--- src/rtl/lfsr_ctrl_pkg.sv ---
// Shared types and defaults for the LFSR burst sequencer.
package lfsr_ctrl_pkg;

   localparam int         LFSR_WIDTH     = 8;
   localparam int         LFSR_LEN_W     = 8;
   localparam logic [7:0] LFSR_SAFE_SEED = 8'h01;

   typedef enum logic [1:0] {
      IDLE   = 2'd0,
      LOAD   = 2'd1,
      STREAM = 2'd2
   } state_t;

endpackage

--- src/rtl/lfsr_burst_ctrl.sv ---
// Loads an external LFSR with a command seed, then streams `length` words with
// back-pressure. The LFSR free-runs unless enabled, so every stall reloads its value.
//
// state  | meaning
// IDLE   | LFSR held, waiting for a command
// LOAD   | seed written into the LFSR (one cycle)
// STREAM | LFSR word presented; steps only on handshake
module lfsr_burst_ctrl
   import lfsr_ctrl_pkg::*;
#(
   parameter int               WIDTH     = LFSR_WIDTH,
   parameter int               LEN_W     = LFSR_LEN_W,
   parameter logic [WIDTH-1:0] SAFE_SEED = WIDTH'(LFSR_SAFE_SEED)
) (
   input  logic             clock,
   input  logic             reset_n,
   input  logic             cmd_valid,
   output logic             cmd_ready,
   input  logic [WIDTH-1:0] cmd_seed,
   input  logic [LEN_W-1:0] cmd_len,
   input  logic             abort,
   output logic             out_valid,
   input  logic             out_ready,
   output logic [WIDTH-1:0] out_data,
   output logic             out_last,
   output logic             busy,
   output logic             seed_fixed,
   output logic             lfsr_reset,
   output logic             lfsr_enable,
   output logic [WIDTH-1:0] lfsr_seed,
   input  logic [WIDTH-1:0] lfsr_value
);

   state_t           state_q, state_d;
   logic [WIDTH-1:0] seed_q, seed_d;
   logic [LEN_W-1:0] remaining_q, remaining_d;
   logic             seed_fixed_q, seed_fixed_d;
   logic             lfsr_reset_q;

   always_ff @(posedge clock or negedge reset_n) begin
      if (!reset_n) begin
         state_q      <= IDLE;
         seed_q       <= '0;
         remaining_q  <= '0;
         seed_fixed_q <= 1'b0;
         lfsr_reset_q <= 1'b1;
      end else begin
         state_q      <= state_d;
         seed_q       <= seed_d;
         remaining_q  <= remaining_d;
         seed_fixed_q <= seed_fixed_d;
         lfsr_reset_q <= 1'b0;
      end
   end

   always_comb begin
      state_d      = state_q;
      seed_d       = seed_q;
      remaining_d  = remaining_q;
      seed_fixed_d = 1'b0;
      cmd_ready    = 1'b0;
      out_valid    = 1'b0;
      out_last     = 1'b0;
      lfsr_enable  = 1'b1;
      lfsr_seed    = lfsr_value;
      case (state_q)
         IDLE: begin
            cmd_ready = !lfsr_reset_q && !abort;
            if (cmd_valid && cmd_ready) begin
               seed_fixed_d = (cmd_seed == '0);
               seed_d       = seed_fixed_d ? SAFE_SEED : cmd_seed;
               // cmd_len of zero wraps to the full 2^LEN_W burst
               remaining_d  = cmd_len - LEN_W'(1);
               state_d      = LOAD;
            end
         end
         LOAD: begin
            lfsr_seed = seed_q;
            state_d   = abort ? IDLE : STREAM;
         end
         STREAM: begin
            out_valid = 1'b1;
            out_last  = (remaining_q == '0);
            if (out_ready) begin
               lfsr_enable = 1'b0;
               if (out_last) state_d = IDLE;
               else remaining_d = remaining_q - LEN_W'(1);
            end
            if (abort) state_d = IDLE;
         end
         default: state_d = IDLE;
      endcase
   end

   assign out_data   = lfsr_value;
   assign busy       = (state_q != IDLE);
   assign seed_fixed = seed_fixed_q;
   assign lfsr_reset = lfsr_reset_q;

endmodule
--- config.mk ---
export PLATFORM = sky130hd
export DESIGN_NAME = lfsr_burst_ctrl
export DESIGN_NICKNAME = d
export VERILOG_FILES = /design/src/rtl/lfsr_ctrl_pkg.sv /design/src/rtl/lfsr_burst_ctrl.sv
export SDC_FILE = /design/constraint.sdc
export NUM_CORES = 1
export LEC_CHECK = 0
export ABC_AREA = 1
export CAP_MARGIN = 30
export CORE_UTILIZATION = 40
export DETAILED_ROUTE_END_ITERATION = 8
export PLACE_DENSITY = 0.79
export SYNTH_ARGS = -nofsm -noshare
export SYNTH_HDL_FRONTEND = slang
export SYNTH_SLANG_ARGS = --single-unit
--- constraint.sdc ---
create_clock -name clock -period 1.45 [get_ports clock]
set_input_delay 0.29 -clock clock [delete_from_list [all_inputs] [get_ports clock]]
set_output_delay 0.29 -clock clock [all_outputs]
set_load 0.005 [all_outputs]
# Word level (Yosys, flattened, before mapping)

Index checks and enable logic that the tools add are counted.
W data, S select, Z words.

Add/subtract/negate cells: 2
Equality and inequality tests: 7
Multiplexer cells: 19
Reductions and logical operators: 12

Operators with widths:

| cell                  | number |
|---|---|
| $mux W8               | 5 |
| $logic_not A8 Y1      | 2 |
| $pmux W8 S2           | 1 |
| $sub A8 B1 Y8 const B | 2 |
| $mux W2               | 5 |
| $mux W1               | 7 |
| $ne A2 B2 Y1 const B  | 3 |
| $ne A3 B3 Y1 const B  | 2 |
| $pmux W2 S3           | 1 |
| $reduce_and A4 Y1     | 1 |
| $reduce_bool A2 Y1    | 2 |
| $reduce_and A3 Y1     | 1 |
| $eq A2 B1 Y1 const B  | 1 |
| $eq A2 B2 Y1 const B  | 1 |
| $logic_and A1 B1 Y1   | 2 |
| $logic_not A1 Y1      | 2 |
| $logic_not A2 Y1      | 1 |
| $reduce_and A2 Y1     | 1 |

Bits in registers: 20
Input bits: 29
Output and inout bits: 23
Logic and storage cells: 45

# Longest topological paths before layout

Gate-level depths: netlist (run 1).

Word-level depth: 5
Mapped depth: 12
Depth with buffers taken out: 11

# Least setup slack after synthesis (run 1)

Ideal clock, no wire load.

Path type: register to register
From: register state_q[1]
To: register remaining_q[6]
Library setup time: 117 ps
Arrival time: 1385 ps
Required time: 1333 ps
Setup slack: -52 ps
Cell stages (with the launch flop): 12
Buffers on the path: 1
Period minus slack after synthesis: 1502 ps
Cell sequence: dfrtp_1 > buf_6 > inv_4 > nor2_2 > nand2_2 > nand2_4 > ha_1 > nand2_2 > nor2_2 > nand3_1 > nand3_1 > nand2_1

Word-level cells in the longest chain between the ends: 3
Elaborated cells between the ends (all ways): 8
Classes of those cells: eq/ne: 4; mux: 1; reduce/logical: 3

Ends and longest elaborated chain:

| element                                                                    | RTL line              | text |
|---|---|---|
| from (decl)                                                                | lfsr_burst_ctrl.sv:34 | `state_t state_q, state_d;` |
| from (signal assigned)                                                     | lfsr_burst_ctrl.sv:48 | `state_q <= state_d;` |
| $eq A2 B2 Y1 / $logic_not A2 Y1 (equally long branches)                    | lfsr_burst_ctrl.sv:66 | `case (state_q)` |
| $ne A2 B2 Y1 (no source line) / $reduce_bool A2 Y1 (equally long branches) | n/a                   |  |
| $reduce_and A4 Y1 (no source line)                                         | n/a                   |  |
| to (signal assigned)                                                       | lfsr_burst_ctrl.sv:50 | `remaining_q <= remaining_d;` |
| to (decl)                                                                  | lfsr_burst_ctrl.sv:36 | `logic [LEN_W-1:0] remaining_q, remaining_d;` |

Parallel ways exist; a longest one is shown, timed or not.
A chain may end at the register's enable or synchronous reset.

# Final worst setup path (run 1)

Ends and elaborated chain as after synthesis.

==> impl_metrics.xml, run 1 <==
<?xml version="1.0" encoding="UTF-8"?>
<metrics>
  <group name="drt">
    <metric name="avgRoutedWirePerCell" unit="um">18.44</metric>
    <metric name="routed_wirelength" unit="um">5992</metric>
    <metric name="total_via_count_after_detailed_routing" unit="">1722</metric>
    <metric name="dr.pass1.iters" unit="">4</metric>
    <metric name="drt_drc_violations_left" unit="">0</metric>
    <metric name="vias_per_cell" unit="">5.298</metric>
    <metric name="antenna_left" unit="">0</metric>
    <metric name="initialDrtViolationCount" unit="">129</metric>
  </group>
  <group name="timing">
    <metric name="min_period_over_period" unit="%">123.3</metric>
    <metric name="setup-violations-final" unit="">23</metric>
    <metric name="fin_skew" unit="ns">0.001383</metric>
    <metric name="whs" unit="ns">0.1814</metric>
    <metric name="report.final.hold_viol_count" unit="">0</metric>
    <metric name="final_period_minus_worst_setup_slack" unit="ns">1.787</metric>
    <metric name="fin_setup_tns" unit="ns">-5.474</metric>
    <metric name="finalWorstSetupSlack" unit="ns">-0.3374</metric>
    <metric name="slew_violations" unit="">0</metric>
    <metric name="rsz0062_at_grt" unit="">true</metric>
    <metric name="achievable-frequency" unit="MHz">559.5</metric>
  </group>
  <group name="clock_tree">
    <metric name="clk_path_buf_depth" unit="">2</metric>
    <metric name="cts_sinks" unit="">20</metric>
    <metric name="clkSlewWorstSetupHoldPaths" unit="ns">0.11</metric>
    <metric name="post_cts_hold_buffer_count" unit="">0</metric>
    <metric name="cts-buffers-inserted" unit="">3</metric>
    <metric name="cts_htree_levels" unit="">1</metric>
    <metric name="cts_tree" unit="">done</metric>
    <metric name="buffer_type_at_the_clock_tree_root" unit="">sky130_fd_sc_hd__clkbuf_4</metric>
    <metric name="clk-insertion-delay-late" unit="ns">0.30</metric>
  </group>
  <group name="setup_path">
    <metric name="worst_setup_path_start_kind" unit="">flop</metric>
    <metric name="timing.critical_path.buf_inv" unit="">3</metric>
    <metric name="data_required_critical_path" unit="ns">1.65</metric>
    <metric name="worstPathArrival" unit="ns">1.99</metric>
    <metric name="critical_path.max_fanout" unit="">5</metric>
    <metric name="crit-reg2reg-capture" unit="">remaining_q[6]$_DFFE_PN0P_</metric>
    <metric name="worst_r2r_startpoint" unit="">state_q[1]$_DFFE_PN0P_</metric>
    <metric name="timing_worst_setup_path_type" unit="">flop to flop</metric>
    <metric name="crit_path_cell_trace" unit="">buf_6 -&gt; buf_6 -&gt; nand2_8 -&gt; buf_6 -&gt; nand2_4 -&gt; nand2_4 -&gt; ha_4 -&gt; nand2_4 -&gt; nor2_4 -&gt; nand3_1 -&gt; nand3_1 -&gt; nand2_1</metric>
    <metric name="worst_path_largest_cell_delay" unit="ns">0.46</metric>
    <metric name="worstRegToRegCells" unit="">12</metric>
    <metric name="cpMaxStageDelayCell" unit="">sky130_fd_sc_hd__dfrtp_1</metric>
    <metric name="reg2reg_slack" unit="ns">-0.34</metric>
    <metric name="critPathTopFamily" unit="">simple AND/OR/NAND/NOR gates</metric>
    <metric name="timing.critical_path.to_type" unit="">flop</metric>
  </group>
  <group name="layout">
    <metric name="nets" unit="">310</metric>
    <metric name="antennaDiodeCount" unit="">0</metric>
    <metric name="final_core_util" unit="%">79.12</metric>
    <metric name="finalInstanceArea" unit="um^2">2640</metric>
    <metric name="drive_gt1_share" unit="%">48.03</metric>
    <metric name="flow.area_growth_from_synthesis" unit="%">90.26</metric>
    <metric name="filler_cell_count" unit="">192</metric>
  </group>
  <group name="power">
    <metric name="power-per-cell-area" unit="nW/um^2">879.3</metric>
    <metric name="p_leak" unit="uW">0.001340</metric>
    <metric name="vdd_drop_max" unit="uV">525.2</metric>
  </group>
  <group name="die">
    <metric name="core" unit="um^2">3337</metric>
    <metric name="floorplan.initialDensity" unit="%">41.58</metric>
    <metric name="fp.dieArea" unit="um^2">3708</metric>
    <metric name="fp.dieW" unit="um">60.90</metric>
    <metric name="row_count" unit="">21</metric>
    <metric name="ioPinCount" unit="">52</metric>
    <metric name="chipHeight" unit="um">60.90</metric>
  </group>
  <group name="placement">
    <metric name="place.port_buffers" unit="">51</metric>
    <metric name="post_dp_cell_area" unit="um^2">2128</metric>
    <metric name="dp_hpwl" unit="um">2739</metric>
    <metric name="place_congestion" unit="">0.8495</metric>
    <metric name="place_ws" unit="ns">-0.4185</metric>
  </group>
  <group name="global_routing">
    <metric name="global_route.overflow_total" unit="">0</metric>
    <metric name="antenna_violations_before_repair" unit="">0</metric>
    <metric name="first_global_vias" unit="">1723</metric>
    <metric name="grt_pass1_wl" unit="um">7769</metric>
    <metric name="grtUsageTotal" unit="%">29.67</metric>
    <metric name="pin_count_of_the_biggest_net_entering_global_routing" unit="">17</metric>
  </group>
  <group name="logic_synthesis">
    <metric name="mappedNetlistNets" unit="">215</metric>
    <metric name="synth_area_per_inst" unit="um^2">7.500</metric>
    <metric name="synth.cell_area" unit="um^2">1388</metric>
    <metric name="synthesis.yosys.warnings" unit="">0</metric>
    <metric name="synthesis.instances" unit="">185</metric>
    <metric name="ys_ff_latch" unit="">20</metric>
    <metric name="yosysSeqAreaShare" unit="%">36.16</metric>
    <metric name="synth.lib_cells_used.distinct" unit="">32</metric>
  </group>
  <group name="flow_run">
    <metric name="max-cap-violations" unit="">0</metric>
  </group>
  <group name="worst_hold_path">
    <metric name="worstHoldPathType" unit="">input port to asynchronous set/reset pin</metric>
  </group>
  <group name="outcome">
    <metric name="violations" unit="">setup timing</metric>
    <metric name="outcome" unit="">finished, violations left</metric>
  </group>
</metrics>
==> cells in the final DEF, fill, tap and decap left out, types with 9 or more instances in the layout <==
cell and instances:
sky130_fd_sc_hd__nand2_2 10, sky130_fd_sc_hd__inv_1 24, sky130_fd_sc_hd__nand3_1 10, sky130_fd_sc_hd__nand2_4 11, sky130_fd_sc_hd__buf_4 26, sky130_fd_sc_hd__dfrtp_1 18
sky130_fd_sc_hd__nand2_1 36, sky130_fd_sc_hd__clkdlybuf4s50_1 28, sky130_fd_sc_hd__buf_6 30, sky130_fd_sc_hd__dlygate4sd2_1 9
==> stage by stage <==
step                cells  power (uW)
floorplan             185        1174
global placement      302        1574
detailed placement    302        1599
CTS                   322        2105
global route          325        2444
finish                325        2321
==> where the power goes <==
part | internal (uW) | switching [uW] | leakage [uW]
clock | 153 | 171 | 0.0000210
sequential | 689 | 80.0 | 0.000247
combinational | 603 | 626 | 0.00107
==> synthesized netlist by cell type <==
cell type	number	area share (%)
sky130_fd_sc_hd__nand2_1	49	13
sky130_fd_sc_hd__inv_1	26	7.0
sky130_fd_sc_hd__dfrtp_1	19	34
sky130_fd_sc_hd__nand3_1	15	5.4
sky130_fd_sc_hd__o21ai_1	12	4.3
sky130_fd_sc_hd__buf_4	9	4.9
sky130_fd_sc_hd__nand2_2	8	3.6
sky130_fd_sc_hd__mux2_2	6	4.9
sky130_fd_sc_hd__nor2_1	6	1.6
sky130_fd_sc_hd__inv_2	5	1.4
sky130_fd_sc_hd__o21ai_0	5	1.8
sky130_fd_sc_hd__nor2_2	3	1.4
sky130_fd_sc_hd__buf_2	2	0.72
sky130_fd_sc_hd__nor2_4	2	1.6
sky130_fd_sc_hd__a21oi_1	1	0.36
sky130_fd_sc_hd__buf_6	1	0.81
sky130_fd_sc_hd__conb_1	1	0.27
sky130_fd_sc_hd__dfstp_2	1	1.9
sky130_fd_sc_hd__ha_1	1	0.90
sky130_fd_sc_hd__inv_4	1	0.45
sky130_fd_sc_hd__nand2_4	1	0.81
sky130_fd_sc_hd__nand2_8	1	1.4
sky130_fd_sc_hd__nand2b_1	1	0.45
sky130_fd_sc_hd__nand3_2	1	0.72
sky130_fd_sc_hd__nand3b_1	1	0.54
sky130_fd_sc_hd__nand4_1	1	0.45
sky130_fd_sc_hd__nor3_1	1	0.36
sky130_fd_sc_hd__nor3_4	1	1.2
sky130_fd_sc_hd__nor4_4	1	1.5
sky130_fd_sc_hd__o211ai_1	1	0.54
sky130_fd_sc_hd__o21bai_1	1	0.54
sky130_fd_sc_hd__xnor2_1	1	0.63
==> logic make-up (layout without fill, tap and decap cells) <==
| family | count (synthesis) | in the layout | synth area share [%] |
|---|---|---|---|
| fa+ha+maj | 1 | 1 | 0.9016 |
| mux | 6 | 6 | 4.869 |
| flops | 20 | 20 | 36.16 |
| buf+inv | 44 | 137 | 15.24 |
| compound gates | 20 | 20 | 7.574 |
| other cells | 1 | 1 | 0.2703 |
| xor+xnor | 1 | 1 | 0.6313 |
| simple gates | 92 | 93 | 34.36 |
==> state kept, by name, indices dropped and copies added, names as in the netlist <==
signal	cells
lfsr_reset	1
remaining_q	8
seed_fixed	1
seed_q	8
state_q	2
==> worst register-to-register path, cell delays in order, from the launching register on <==
cell                      delay, ns
sky130_fd_sc_hd__dfrtp_1       0.46
sky130_fd_sc_hd__buf_6         0.16
sky130_fd_sc_hd__buf_6         0.12
sky130_fd_sc_hd__nand2_8       0.08
sky130_fd_sc_hd__buf_6         0.11
sky130_fd_sc_hd__nand2_4       0.05
sky130_fd_sc_hd__nand2_4       0.09
sky130_fd_sc_hd__ha_4          0.17
sky130_fd_sc_hd__nand2_4       0.07
sky130_fd_sc_hd__nor2_4        0.09
sky130_fd_sc_hd__nand3_1       0.10
sky130_fd_sc_hd__nand3_1       0.10
sky130_fd_sc_hd__nand2_1       0.07
==> what timing repair did <==
action / CTS / global route
buffers inserted: 15 / 3
setup endpoints to repair: 37 / 30
pin swaps: 26 / 11
cloned: 1 / 0
gates resized for setup: 124 / 34
==> routing by layer <==
metal	vias up	wire (um)	GRT usage [%]
li1	764	-	-
met1	801	2050	31.84
met2	112	3144	54.00
met3	45	395	5.544
met4	0	402	17.53
met5	-	0	0
==> area by class of cell <==
class,instances,area [um^2],share of cell area [%]
well taps,46,57.56,2.180
clock buffers,4,36.28,1.374
multi-input cells,122,940.9,35.64
inverters,32,132.6,5.024
repair buffers,101,969.7,36.73
flip-flops and latches,20,503.0,19.05
==> how the worst max path moves through the flow <==
stage / cells after the start / slack [ns] / endpoint / from
after detailed placement: 5 / -0.42 / lfsr_seed[4] / state_q[1]$_DFFE_PN0P_
after floorplan: 11 / 0.004 / remaining_q[6]$_DFFE_PN0P_ / state_q[1]$_DFFE_PN0P_
after global routing: 5 / -0.38 / lfsr_seed[1] / state_q[1]$_DFFE_PN0P_
after global placement: 5 / -0.39 / lfsr_seed[4] / state_q[1]$_DFFE_PN0P_
final: 12 / -0.34 / remaining_q[6]$_DFFE_PN0P_ / state_q[1]$_DFFE_PN0P_
after CTS: 4 / -0.23 / lfsr_seed[5] / state_q[0]$_DFFE_PN0P_
No activity file was read; power rests on OpenSTA's default activity.
==> run 2, diff against run 1 <==
--- a/config.mk
+++ b/config.mk
@@ -10,6 +10,7 @@
 export CORE_UTILIZATION = 40
 export DETAILED_ROUTE_END_ITERATION = 8
 export PLACE_DENSITY = 0.79
+export SETUP_SLACK_MARGIN = 0.05
 export SYNTH_ARGS = -nofsm -noshare
 export SYNTH_HDL_FRONTEND = slang
 export SYNTH_SLANG_ARGS = --single-unit
==> run 2 against run 1 <==
Effect of this change: the run still ends with setup timing left; design area fell by 0.90%; combinational power barely moved; hold slack improved by 0.11 ns; first-iteration DRC count fell by 27%; sequential cell count did not move; die area did not move; via count fell by 1.2%; final cell count rose by 0.92%; clock power rose by 6.5%; worst setup slack improved by 0.014 ns; fmax rose by 0.77%; count of clock-buffer cells in the layout did not move.
==> impl_metrics.xml, run 2 (synthesis results as in run 1) <==
<?xml version="1.0" encoding="UTF-8"?>
<metrics>
  <group name="layout">
    <metric name="final_core_util" unit="%">78.40</metric>
    <metric name="mostFrequentLayoutCells" unit="">sky130_fd_sc_hd__buf_4, sky130_fd_sc_hd__clkdlybuf4s50_1, sky130_fd_sc_hd__nand2_1</metric>
    <metric name="antennaDiodeCount" unit="">0</metric>
    <metric name="mostFrequentLayoutCell" unit="">sky130_fd_sc_hd__buf_4</metric>
    <metric name="nets" unit="">313</metric>
    <metric name="post_layout_nonfiller_instances" unit="">328</metric>
    <metric name="drive_gt1_share" unit="%">50.35</metric>
    <metric name="flow.area_growth_from_synthesis" unit="%">88.55</metric>
    <metric name="largestRegisters" unit="">remaining_q x8, seed_q x8, state_q x2</metric>
    <metric name="finalInstanceArea" unit="um^2">2616</metric>
  </group>
  <group name="setup_path">
    <metric name="worst_setup_path_start_kind" unit="">flop</metric>
    <metric name="path_depth" unit="">5</metric>
    <metric name="cpMaxStageDelayCell" unit="">sky130_fd_sc_hd__dfrtp_1</metric>
    <metric name="timing_worst_setup_path_type" unit="">flop to output port</metric>
    <metric name="worstPathArrival" unit="ns">1.48</metric>
    <metric name="worstSetupEndpoint" unit="">lfsr_seed[7]</metric>
    <metric name="crit-reg2reg-capture" unit="">remaining_q[5]$_DFFE_PN0P_</metric>
    <metric name="critPathTopFamily" unit="">flip-flops</metric>
    <metric name="critical_path.max_fanout" unit="">6</metric>
    <metric name="data_required_critical_path" unit="ns">1.16</metric>
    <metric name="worst_r2r_startpoint" unit="">state_q[1]$_DFFE_PN0P_</metric>
    <metric name="crit_path_frequent_cell" unit="">sky130_fd_sc_hd__buf_6</metric>
    <metric name="worst_path_largest_cell_delay" unit="ns">0.45</metric>
    <metric name="crit_path_cell_trace" unit="">inv_4 -&gt; nand2_8 -&gt; buf_6 -&gt; mux2_4 -&gt; buf_6</metric>
    <metric name="timing.critical_path.buf_inv" unit="">3</metric>
    <metric name="worstRegToRegCells" unit="">12</metric>
    <metric name="timing.critical_path.to_type" unit="">output port</metric>
    <metric name="reg2reg_slack" unit="ns">-0.29</metric>
    <metric name="worstSetupStartpoint" unit="">state_q[1]$_DFFE_PN0P_</metric>
  </group>
  <group name="placement">
    <metric name="numPlacedInstances" unit="">303</metric>
    <metric name="place.port_buffers" unit="">51</metric>
    <metric name="place_congestion" unit="">0.8464</metric>
    <metric name="place_ws" unit="ns">-0.3029</metric>
    <metric name="post_dp_cell_area" unit="um^2">2148</metric>
    <metric name="dp_hpwl" unit="um">2752</metric>
  </group>
  <group name="global_routing">
    <metric name="first_global_vias" unit="">1476</metric>
    <metric name="pin_count_of_the_biggest_net_entering_global_routing" unit="">21</metric>
    <metric name="global_route.overflow_total" unit="">0</metric>
    <metric name="grtUsageTotal" unit="%">25.01</metric>
    <metric name="antenna_violations_before_repair" unit="">0</metric>
    <metric name="grt_pass1_wl" unit="um">6679</metric>
  </group>
  <group name="drt">
    <metric name="routed_wirelength" unit="um">5452</metric>
    <metric name="antenna_left" unit="">0</metric>
    <metric name="vias_per_cell" unit="">5.186</metric>
    <metric name="drt_drc_violations_left" unit="">0</metric>
    <metric name="initialDrtViolationCount" unit="">94</metric>
    <metric name="avgRoutedWirePerCell" unit="um">16.62</metric>
    <metric name="dr.pass1.iters" unit="">4</metric>
    <metric name="total_via_count_after_detailed_routing" unit="">1701</metric>
  </group>
  <group name="die">
    <metric name="row_count" unit="">21</metric>
    <metric name="fp.dieW" unit="um">60.90</metric>
    <metric name="chipHeight" unit="um">60.90</metric>
    <metric name="ioPinCount" unit="">52</metric>
    <metric name="fp.dieArea" unit="um^2">3708</metric>
    <metric name="floorplan.initialDensity" unit="%">41.58</metric>
    <metric name="core" unit="um^2">3337</metric>
  </group>
  <group name="clock_tree">
    <metric name="cts-buffers-inserted" unit="">3</metric>
    <metric name="cts_tree" unit="">done</metric>
    <metric name="clkSlewWorstSetupHoldPaths" unit="ns">0.12</metric>
    <metric name="buffer_type_at_the_clock_tree_root" unit="">sky130_fd_sc_hd__clkbuf_4</metric>
    <metric name="cts_sinks" unit="">20</metric>
    <metric name="post_cts_hold_buffer_count" unit="">0</metric>
    <metric name="cts_htree_levels" unit="">1</metric>
    <metric name="clk-insertion-delay-late" unit="ns">0.32</metric>
    <metric name="clk_path_buf_depth" unit="">2</metric>
  </group>
  <group name="timing">
    <metric name="slew_violations" unit="">0</metric>
    <metric name="finalWorstSetupSlack" unit="ns">-0.3237</metric>
    <metric name="achievable-frequency" unit="MHz">563.8</metric>
    <metric name="final_period_minus_worst_setup_slack" unit="ns">1.774</metric>
    <metric name="rsz0062_at_grt" unit="">true</metric>
    <metric name="setup-violations-final" unit="">28</metric>
    <metric name="min_period_over_period" unit="%">122.3</metric>
    <metric name="report.final.hold_viol_count" unit="">0</metric>
    <metric name="fin_skew" unit="ns">0.004682</metric>
  </group>
  <group name="power">
    <metric name="power-per-cell-area" unit="nW/um^2">895.8</metric>
    <metric name="p_leak" unit="uW">0.001301</metric>
    <metric name="vdd_drop_max" unit="uV">543.5</metric>
  </group>
  <group name="flow_run">
    <metric name="max-cap-violations" unit="">0</metric>
  </group>
  <group name="outcome">
    <metric name="outcome" unit="">finished, violations left</metric>
    <metric name="violations" unit="">setup timing</metric>
  </group>
  <group name="worst_hold_path">
    <metric name="worstHoldPathType" unit="">input port to asynchronous set/reset pin</metric>
  </group>
</metrics>
==> run 2: area by class of cell <==
type | count | area [um^2]
inverters | 32 | 140.1
flip-flops and latches | 20 | 503.0
multi-input cells | 121 | 912.1
clock buffers | 4 | 36.28
fillers | 190 | 720.7
well taps | 46 | 57.56
repair buffers | 105 | 967.2
==> run 2: how the worst min path moves through the flow <==
stage | startpoint | to | slack, ns
after floorplan | reset_n | remaining_q[0]$_DFFE_PN0P_ | -0.006
after global placement | seed_q[1]$_DFFE_PN0P_ | seed_q[1]$_DFFE_PN0P_ | 0.45
after detailed placement | seed_q[1]$_DFFE_PN0P_ | seed_q[1]$_DFFE_PN0P_ | 0.46
after CTS | reset_n | seed_q[6]$_DFFE_PN0P_ | 0.30
after global routing | reset_n | seed_q[4]$_DFFE_PN0P_ | 0.31
final | reset_n | seed_q[6]$_DFFE_PN0P_ | 0.29
==> run 2: worst reg2reg max path: stages, from the launching register on <==
cell and delay [ns]:
sky130_fd_sc_hd__dfrtp_1 0.45, sky130_fd_sc_hd__buf_6 0.15, sky130_fd_sc_hd__buf_8 0.13, sky130_fd_sc_hd__nand2_8 0.07, sky130_fd_sc_hd__buf_6 0.11, sky130_fd_sc_hd__nand2_4 0.05
sky130_fd_sc_hd__nand2_4 0.09, sky130_fd_sc_hd__buf_4 0.13, sky130_fd_sc_hd__nand3_4 0.08, sky130_fd_sc_hd__nor2_2 0.15, sky130_fd_sc_hd__nand2_1 0.08, sky130_fd_sc_hd__nand3_1 0.10
sky130_fd_sc_hd__nand2_1 0.06
==> run 2: layer usage <==
layer / wire (um) / share of wire (%) / global-route usage (%)
met1: 2201 / 40 / 31.36
met5: 0 / 0 / 0
met4: 182 / 3.3 / 11.69
met2: 2790 / 51 / 43.64
met3: 277 / 5.1 / 1.919
==> run 2: stage by stage <==
step | total power (uW) | TNS [ns] | hold slack [ns]
2_1_floorplan | 1182 | 0 | -0.005591
3_3_place_gp | 1592 | -6.339 | 0.4527
3_5_place_dp | 1619 | -6.998 | 0.4622
4_1_cts | 2131 | -4.013 | 0.3007
5_1_grt | 2455 | -6.998 | 0.3146
6_report | 2344 | -5.229 | 0.2903
==> run 2: repair_timing <==
item,CTS,global route
resized for setup,107,53
pin swaps,17,28
endpoints found under the setup margin,40,32
gates cloned,0,0
setup buffers,18,10
==> run 2: power by group <==
group	leakage, uW	internal [uW]	switching, uW
clock	0.0000210	154	192
sequential	0.000247	688	87.0
combinational	0.00103	621	601
total	0.00130	1460	880
==> run 3, diff against run 2 <==
--- a/config.mk
+++ b/config.mk
@@ -7,9 +7,9 @@
 export LEC_CHECK = 0
 export ABC_AREA = 1
 export CAP_MARGIN = 30
-export CORE_UTILIZATION = 40
+export CORE_UTILIZATION = 47
 export DETAILED_ROUTE_END_ITERATION = 8
-export PLACE_DENSITY = 0.79
+export PLACE_DENSITY = 0.84
 export SETUP_SLACK_MARGIN = 0.05
 export SYNTH_ARGS = -nofsm -noshare
 export SYNTH_HDL_FRONTEND = slang
==> constraint.sdc (replaced) <==
create_clock -name clock -period 2.3 [get_ports clock]
set_input_delay 0.46 -clock clock [delete_from_list [all_inputs] [get_ports clock]]
set_output_delay 0.46 -clock clock [all_outputs]
set_load 0.005 [all_outputs]
==> run 3 against run 2 <==
Effect of this change: the flow now finishes without violations; combinational power is 65% lower; design area down 25%; via count fell by 22%; largest cell class is now multi-input combinational cells; sequential share of layout area is 6.3 points higher; global-route usage shrank 3.9 points; hold slack improved by 0.19 ns; first-iteration DRC count is 69% lower; clock power down 18%; final cell count down 20%; die area fell by 14%; wire length fell by 42%; power fell by 49%.
==> impl_metrics.xml, run 3 (synthesis results as in run 1) <==
<?xml version="1.0" encoding="UTF-8"?>
<metrics>
  <group name="power">
    <metric name="p_leak" unit="uW">0.0009539</metric>
    <metric name="power-per-cell-area" unit="nW/um^2">600.4</metric>
    <metric name="vdd_drop_max" unit="uV">581.9</metric>
  </group>
  <group name="die">
    <metric name="ioPinCount" unit="">52</metric>
    <metric name="fp.dieW" unit="um">56.34</metric>
    <metric name="row_count" unit="">19</metric>
    <metric name="fp.dieArea" unit="um^2">3174</metric>
    <metric name="chipHeight" unit="um">56.34</metric>
    <metric name="floorplan.initialDensity" unit="%">49.89</metric>
    <metric name="core" unit="um^2">2781</metric>
  </group>
  <group name="timing">
    <metric name="setup-violations-final" unit="">0</metric>
    <metric name="report.final.hold_viol_count" unit="">0</metric>
    <metric name="fin_skew" unit="ns">0.005678</metric>
    <metric name="slew_violations" unit="">0</metric>
    <metric name="achievable-frequency" unit="MHz">447.5</metric>
    <metric name="rsz0062_at_grt" unit="">true</metric>
    <metric name="fin_setup_tns" unit="ns">0</metric>
    <metric name="final_period_minus_worst_setup_slack" unit="ns">2.235</metric>
    <metric name="min_period_over_period" unit="%">97.16</metric>
  </group>
  <group name="clock_tree">
    <metric name="cts-buffers-inserted" unit="">3</metric>
    <metric name="clkSlewWorstSetupHoldPaths" unit="ns">0.11</metric>
    <metric name="buffer_type_at_the_clock_tree_root" unit="">sky130_fd_sc_hd__clkbuf_4</metric>
    <metric name="post_cts_hold_buffer_count" unit="">0</metric>
    <metric name="cts_htree_levels" unit="">1</metric>
    <metric name="clk-insertion-delay-late" unit="ns">0.30</metric>
    <metric name="clk_path_buf_depth" unit="">2</metric>
    <metric name="cts_tree" unit="">done</metric>
    <metric name="cts_sinks" unit="">20</metric>
  </group>
  <group name="setup_path">
    <metric name="crit_path_cell_trace" unit="">inv_6 -&gt; nand2_8 -&gt; nor3_4 -&gt; clkdlybuf4s50_1</metric>
    <metric name="timing.critical_path.buf_inv" unit="">2</metric>
    <metric name="critPathTopFamily" unit="">buffers and inverters</metric>
    <metric name="worstRegToRegCells" unit="">10</metric>
    <metric name="timing.critical_path.to_type" unit="">output port</metric>
    <metric name="worst_path_largest_cell_delay" unit="ns">0.52</metric>
    <metric name="cpMaxStageDelayCell" unit="">sky130_fd_sc_hd__dfrtp_2</metric>
    <metric name="worst_setup_path_start_kind" unit="">flop</metric>
    <metric name="timing_worst_setup_path_type" unit="">flop to output port</metric>
    <metric name="path_depth" unit="">4</metric>
    <metric name="data_required_critical_path" unit="ns">1.84</metric>
    <metric name="worstPathArrival" unit="ns">1.77</metric>
    <metric name="critical_path.max_fanout" unit="">10</metric>
  </group>
  <group name="layout">
    <metric name="filler_cell_count" unit="">226</metric>
    <metric name="antennaDiodeCount" unit="">0</metric>
    <metric name="multi_input_area" unit="um^2">700.7</metric>
    <metric name="largestRegisters" unit="">remaining_q x8, seed_q x8, state_q x2</metric>
    <metric name="post_layout_nonfiller_instances" unit="">264</metric>
    <metric name="mostFrequentLayoutCells" unit="">sky130_fd_sc_hd__clkdlybuf4s50_1, sky130_fd_sc_hd__nand2_1, sky130_fd_sc_hd__inv_1</metric>
    <metric name="register_area" unit="um^2">503.0</metric>
    <metric name="nets" unit="">264</metric>
    <metric name="flow.area_growth_from_synthesis" unit="%">42.20</metric>
    <metric name="drive_gt1_share" unit="%">18.03</metric>
    <metric name="mostFrequentLayoutCell" unit="">sky130_fd_sc_hd__clkdlybuf4s50_1</metric>
  </group>
  <group name="worst_hold_path">
    <metric name="worstHoldPathType" unit="">input port to asynchronous set/reset pin</metric>
  </group>
  <group name="placement">
    <metric name="numPlacedInstances" unit="">259</metric>
    <metric name="place_congestion" unit="">0.8242</metric>
    <metric name="dp_hpwl" unit="um">2466</metric>
    <metric name="place.port_buffers" unit="">51</metric>
  </group>
  <group name="drt">
    <metric name="drt_drc_violations_left" unit="">0</metric>
    <metric name="antenna_left" unit="">0</metric>
    <metric name="initialDrtViolationCount" unit="">29</metric>
    <metric name="dr.pass1.iters" unit="">5</metric>
    <metric name="vias_per_cell" unit="">5.008</metric>
    <metric name="avgRoutedWirePerCell" unit="um">11.93</metric>
    <metric name="routed_wirelength" unit="um">3149</metric>
    <metric name="total_via_count_after_detailed_routing" unit="">1322</metric>
  </group>
  <group name="global_routing">
    <metric name="first_global_vias" unit="">1192</metric>
    <metric name="pin_count_of_the_biggest_net_entering_global_routing" unit="">21</metric>
    <metric name="grtUsageTotal" unit="%">21.09</metric>
    <metric name="global_route.overflow_total" unit="">0</metric>
    <metric name="antenna_violations_before_repair" unit="">0</metric>
    <metric name="grt_pass1_wl" unit="um">5188</metric>
  </group>
  <group name="flow_run">
    <metric name="max-cap-violations" unit="">0</metric>
  </group>
  <group name="outcome">
    <metric name="outcome" unit="">finished clean</metric>
  </group>
</metrics>
run 3: cell types whose count changed in the layout (fill, tap and decap cells not counted), moves of 12 or more:
cell / previous run / this run
sky130_fd_sc_hd__buf_4: 31 / 4
sky130_fd_sc_hd__buf_6: 24 / 1
sky130_fd_sc_hd__clkdlybuf4s50_1: 28 / 50
sky130_fd_sc_hd__nand2_1: 27 / 48
sky130_fd_sc_hd__nand2_4: 13 / 1
run 3: metal layers:
| layer | track usage, % | vias up | share of wire, % |
|---|---|---|---|
| met1 | 27.45 | 593 | 44 |
| met5 | 0 | - | 0 |
| met3 | 4.378 | 4 | 6.4 |
| li1 | - | 667 | - |
| met2 | 35.71 | 58 | 48 |
| met4 | 5.575 | 0 | 0.95 |
run 3: worst paths after layout:
kind | startpoint | to | slack, ns
setup / recovery | state_q[0]$_DFFE_PN0P_ | out_last | 0.07
setup reg to reg | state_q[0]$_DFFE_PN0P_ | remaining_q[6]$_DFFE_PN0P_ | 0.55
hold reg to reg | seed_q[1]$_DFFE_PN0P_ | seed_q[1]$_DFFE_PN0P_ | 0.48
max in group asynchronous | reset_n | lfsr_reset$_DFF_PN1_ | 1.56
min in group clock | seed_q[1]$_DFFE_PN0P_ | seed_q[1]$_DFFE_PN0P_ | 0.48
hold / removal | reset_n | seed_q[6]$_DFFE_PN0P_ | 0.48
run 3: repair_timing:
action / in CTS / in global routing
buffers inserted: 0 / 1
resized for setup: 7 / 3
setup endpoints to repair: 10 / 7
hold endpoints to repair: 0 / 0
pin swaps: 0 / 1
run 3: final cells by class:
class                   instances  area share, %
inverters                      32          6.468
clock inverters                 1          1.522
well taps                      31          1.966
repair buffers                 56          27.90
flip-flops and latches         20          25.49
multi-input cells             121          35.51
clock buffers                   3          1.141
run 3: stage by stage:
stage | setup WS [ns] | utilization (%) | power (uW) | instance area, um^2 | hold slack, ns
floorplan | 0.7335 | - | 738.0 | 1388 | 0.1644
global placement | 0.2341 | 67.52 | 883.0 | 1878 | 0.4533
detailed placement | 0.2129 | 67.52 | 894.6 | 1878 | 0.4554
CTS | 0.05589 | 70.09 | 1183 | 1949 | 0.4858
global route | 0.0009270 | 70.94 | 1263 | 1973 | 0.5048
finish | 0.06529 | 70.94 | 1185 | 1973 | 0.4767
run 3: power breakdown:
part / switching, uW / internal, uW / leakage, uW
clock network: 106 / 176 / 0.0000279
logic: 225 / 199 / 0.000679
registers: 45.0 / 434 / 0.000247
run 3: worst register-to-register path: stages (launching register included):
cell and delay (ns):
sky130_fd_sc_hd__dfrtp_2 0.52, sky130_fd_sc_hd__buf_4 0.18, sky130_fd_sc_hd__nor2_4 0.16, sky130_fd_sc_hd__nand2_2 0.08, sky130_fd_sc_hd__nand2_4 0.09, sky130_fd_sc_hd__ha_1 0.19
sky130_fd_sc_hd__nand2_2 0.09, sky130_fd_sc_hd__nor2_2 0.13, sky130_fd_sc_hd__nand3_1 0.07, sky130_fd_sc_hd__nand3_1 0.08, sky130_fd_sc_hd__nand2_1 0.06
